[src/rtl/pipe_stage_chain.sv]
// rtl/pipe_stage_chain.sv - elastic valid/ready register chain with flush and occupancy
// Drop-in replacement for fixed inter-stage pipeline registers; bubbles collapse under stall.
module pipe_stage_chain #(
    parameter int DATA_W = 32,
    parameter int STAGES = 2,
    localparam int CNT_W = $clog2(STAGES + 1)
) (
    input  logic              clk,
    input  logic              rst,
    input  logic              in_valid,
    input  logic [DATA_W-1:0] in_data,
    output logic              in_ready,
    output logic              out_valid,
    output logic [DATA_W-1:0] out_data,
    input  logic              out_ready,
    input  logic              flush,
    output logic [CNT_W-1:0]  occupancy
);

    localparam logic [CNT_W-1:0] MAX_OCC = CNT_W'(STAGES);

    logic [STAGES-1:0] v_q, v_d;
    logic [STAGES-1:0] adv;
    logic [DATA_W-1:0] d_q [STAGES];
    logic [DATA_W-1:0] d_d [STAGES];
    logic [CNT_W-1:0]  occ_q, occ_d;
    logic              accept, emit;

    // A slot may be overwritten when it is empty or its content moves on this cycle.
    always_comb begin
        logic ahead;
        adv   = '0;
        ahead = out_ready && !flush;
        for (int i = STAGES - 1; i >= 0; i--) begin
            ahead  = !v_q[i] || ahead;
            adv[i] = ahead;
        end
    end

    assign in_ready  = adv[0] && !flush;
    assign out_valid = v_q[STAGES-1] && !flush;
    assign out_data  = d_q[STAGES-1];
    assign occupancy = occ_q;
    assign accept    = in_valid && in_ready;
    assign emit      = out_valid && out_ready;

    always_comb begin
        v_d = v_q;
        d_d = d_q;
        if (flush) begin
            v_d = '0;
        end else begin
            if (adv[0]) begin
                v_d[0] = in_valid;
                if (in_valid) d_d[0] = in_data;
            end
            for (int i = 1; i < STAGES; i++) begin
                if (adv[i]) begin
                    v_d[i] = v_q[i-1];
                    if (v_q[i-1]) d_d[i] = d_q[i-1];
                end
            end
        end
    end

    always_comb begin
        occ_d = occ_q;
        if (flush)
            occ_d = '0;
        else if (accept && !emit)
            occ_d = occ_q + CNT_W'(1);
        else if (emit && !accept)
            occ_d = occ_q - CNT_W'(1);
    end

    always_ff @(posedge clk or posedge rst) begin
        if (rst) begin
            v_q   <= '0;
            occ_q <= '0;
            for (int i = 0; i < STAGES; i++) d_q[i] <= '0;
        end else begin
            v_q   <= v_d;
            occ_q <= occ_d;
            for (int i = 0; i < STAGES; i++) d_q[i] <= d_d[i];
        end
    end

    always @(posedge clk) begin
        if (!rst) begin
            assert (occ_q <= MAX_OCC);
            assert (occ_q == CNT_W'($countones(v_q)));
        end
    end

endmodule

[config.mk]
export PLATFORM = sky130hd
export DESIGN_NAME = pipe_stage_chain
export DESIGN_NICKNAME = d
export VERILOG_FILES = /design/src/rtl/pipe_stage_chain.sv
export SDC_FILE = /design/constraint.sdc
export NUM_CORES = 1
export LEC_CHECK = 0
export CAP_MARGIN = 20
export CORE_MARGIN = 2
export CORE_UTILIZATION = 52
export CTS_CLUSTER_SIZE = 16
export DETAILED_ROUTE_END_ITERATION = 8
export GPL_TIMING_DRIVEN = 0
export PLACE_DENSITY = 0.84
export SYNTH_ARGS = -nofsm -noshare
export SYNTH_HDL_FRONTEND = slang
export SYNTH_SLANG_ARGS = --single-unit
[constraint.sdc]
create_clock -name clk -period 5.95 [get_ports clk]
set_input_delay 0.595 -clock clk [delete_from_list [all_inputs] [get_ports clk]]
set_output_delay 0.595 -clock clk [all_outputs]
set_load 0.01 [all_outputs]
==> results.cfg <==
[detailed_routing]
wl_um = 4880
drc = 0
drtAntennaViolNets = 0
wire_per_inst_um = 13.7
vias_per_cell = 4.83
drtIter0Drc = 73
num_vias = 1715
dr.pass1.iters = 4

[timing]
period_share_pct = 44.5
rsz0062_at_grt = false
min_period_ns = 2.65
final_max_slew_viol_count = 0
timing.slew.headroom_pct = 55.6
worst_slew_pin_slew_ns = 0.665
finalHoldViolations = 0
setup_tns_ns = 0
max_freq_mhz = 378
final-setup-viol-count = 0
finalClockSkew_ns = 0.00701

[clock_network]
cts_buffers = 9
holdBufCountCts = 0
post_cts_resized = 0
cts_max_path_buffers = 2
htreeDepth = 3
cts_setup_buffers = 0
insertion_delay_ns = 0.33
cts_tree = built
cts_root_buf = clkbuf_8
clkTransAtPathRegs_ns = 0.07
cts.sinks = 68

[setup_path]
arrival_ns = 2.05
worstPathMaxFanout = 7
reg2reg_to = out_data[20]$_DFFE_PP0P_
rr_worst_depth = 4
cp-end-kind = primary output
endpoint = in_ready
worstSetupStartpointType = primary input
r2r-start = v_q[1]$_DFFE_PP0P_
r2r_slack_ns = 4.29
worstSetupStartpoint = out_ready
required_ns = 5.36
path_class = in -> out

[global_route]
grt-ovfl-total = 0
grt_max_degree = 39
antenna_found_initial = 0
grt_pass1_vias = 1758
grt_pass1_wl_um = 8250
grt_util_all_layers_pct = 17.6

[finish]
synthToLayoutAreaGrowth_pct = 34.5
fin_nets = 315
n_antenna_cell = 0
drive_above_1_share_pct = 43.1
fin_area_um2 = 3920

[pwr]
clkPwrFrac_pct = 25.5
cell_internal_pwr_mw = 1.05
leakage_nw = 1.70
ir_drop_mv = 0.274
combPwrFrac_pct = 30.2
power_density_nw_per_um2 = 354
power_switching_mw = 0.337
seqPwrFrac_pct = 44.2
swShare_pct = 24.3

[synth]
synth_seq_cells = 68
ys_top_cells_by_area = dfrtp_1 58%, mux2_2 24%, buf_4 8.5%
synth_commonest_cells = 68 x dfrtp_1, 63 x mux2_2, 33 x buf_4, 6 x buf_6, 6 x nor2_1
yosysTopAreaCellShare_pct = 58.4
synth_most_common_cell = dfrtp_1
synth_fp_nets = 232
syn_avg_cell_area_um2 = 14.9
async_flop_share_pct = 100
postSynthCellCount = 195
ys_warn_count = 0
synth_top_area_cell = dfrtp_1
synth_edf_count = 0
ys_seq_area_share_pct = 58.4
synth_area_um2 = 2910
ys_types = 21
ys.flop_type = dfrtp_1

[die]
rows = 27
die_width_um = 78.8
die_h_um = 78.8
dieArea_um2 = 6210
core_area_um2 = 5470
initial_utilization_pct = 53.2
ios = 73

[placed_design]
finalWeightedCongestion = 0.772
placed_area_um2 = 3730
portBuffers = 71
hpwl_um = 3390

[status]
status = finished, final reports clean

[min_path]
hp-class = reg -> reg

[flow_run]
maxCapViolCount = 0
[state kept, by name, indices dropped and copies added (netlist names)]
signal     count
v_q            2
occupancy      2
out_data      32
d_q           32
[metal layers]
metal	up-vias	wire (µm)	track usage (%)
met2	51	2290	27.9
li1	802	-	-
met1	852	2220	22.5
met3	10	260	4.32
met4	0	109	9.14
met5	-	0	0
[power groups by stage]
| stage | clock (mW) | combinational, mW | sequential, mW |
|---|---|---|---|
| global route | 0.384 | 0.449 | 0.628 |
| CTS | 0.365 | 0.424 | 0.613 |
| floorplan | 0 | 0.246 | 0.606 |
| detailed placement | 0 | 0.423 | 0.621 |
| finish | 0.354 | 0.418 | 0.612 |
| global placement | 0 | 0.413 | 0.616 |
[worst max-delay path: stages]
cell,delay [ns]
clkdlybuf4s50_1,0.60
and3b_1,0.22
nor2_1,0.09
clkdlybuf4s50_1,0.54
[worst min-delay path by stage]
stage	slack (ns)	from	endpoint	cells after the start
final	0.49	out_data[22]$_DFFE_PP0P_	out_data[22]$_DFFE_PP0P_	1
after global routing	0.51	flush	v_q[1]$_DFFE_PP0P_	2
after CTS	0.49	out_data[22]$_DFFE_PP0P_	out_data[22]$_DFFE_PP0P_	1
after detailed placement	0.48	out_data[22]$_DFFE_PP0P_	out_data[22]$_DFFE_PP0P_	1
after global placement	0.47	d_q[54]$_DFFE_PP0P_	out_data[22]$_DFFE_PP0P_	1
after floorplan	0.46	d_q[49]$_DFFE_PP0P_	d_q[49]$_DFFE_PP0P_	1
[area by class of cell]
class	count	area, µm²
Clock inverter	5	52.6
Buffer	39	315
Timing Repair Buffer	72	731
Clock buffer	11	131
Inverter	1	3.75
Multi-Input combinational cell	87	891
Tap cell	72	90.1
Fill cell	391	1560
Sequential cell	68	1700
[kinds of logic after synthesis]
kind of cell	Yosys count	share of synthesized area (%)
compound gates	5	1.16
simple gates	17	4.30
buf+inv	40	11.0
mux	65	25.1
flops	68	58.4
[cell usage in the layout (no fill, tap or decap), drive strengths merged]
| cell type | instances |
|---|---|
| clkdlybuf4s50 | 71 |
| dfrtp | 68 |
| mux2 | 65 |
| buf | 40 |
| clkbuf | 11 |
| nor2 | 6 |
| nor2b | 4 |
| clkinv | 3 |
| and3b | 2 |
| nor3b | 2 |
| nand3b | 1 |
| nand2 | 1 |
| a21boi | 1 |
| a211oi | 1 |
| o211ai | 1 |
| inv | 1 |
| o21ai | 1 |
| nor4bb | 1 |
| a31oi | 1 |
| clkinvlp | 1 |
| bufinv | 1 |
[metrics by stage]
step                      worst slack (ns)  std cells  utilization (%)  total power, mW  hold WS (ns)
after CTS                             3.30        355             71.6             1.40         0.492
after detailed placement              3.32        339             68.2             1.04         0.476
final                                 3.30        355             71.6             1.38         0.489
after global routing                  3.21        355             71.6             1.46         0.511
after floorplan                       3.64        195                -            0.852         0.459
after global placement                2.56        338             67.8             1.03         0.474
Power figures use the tool's default switching activity.
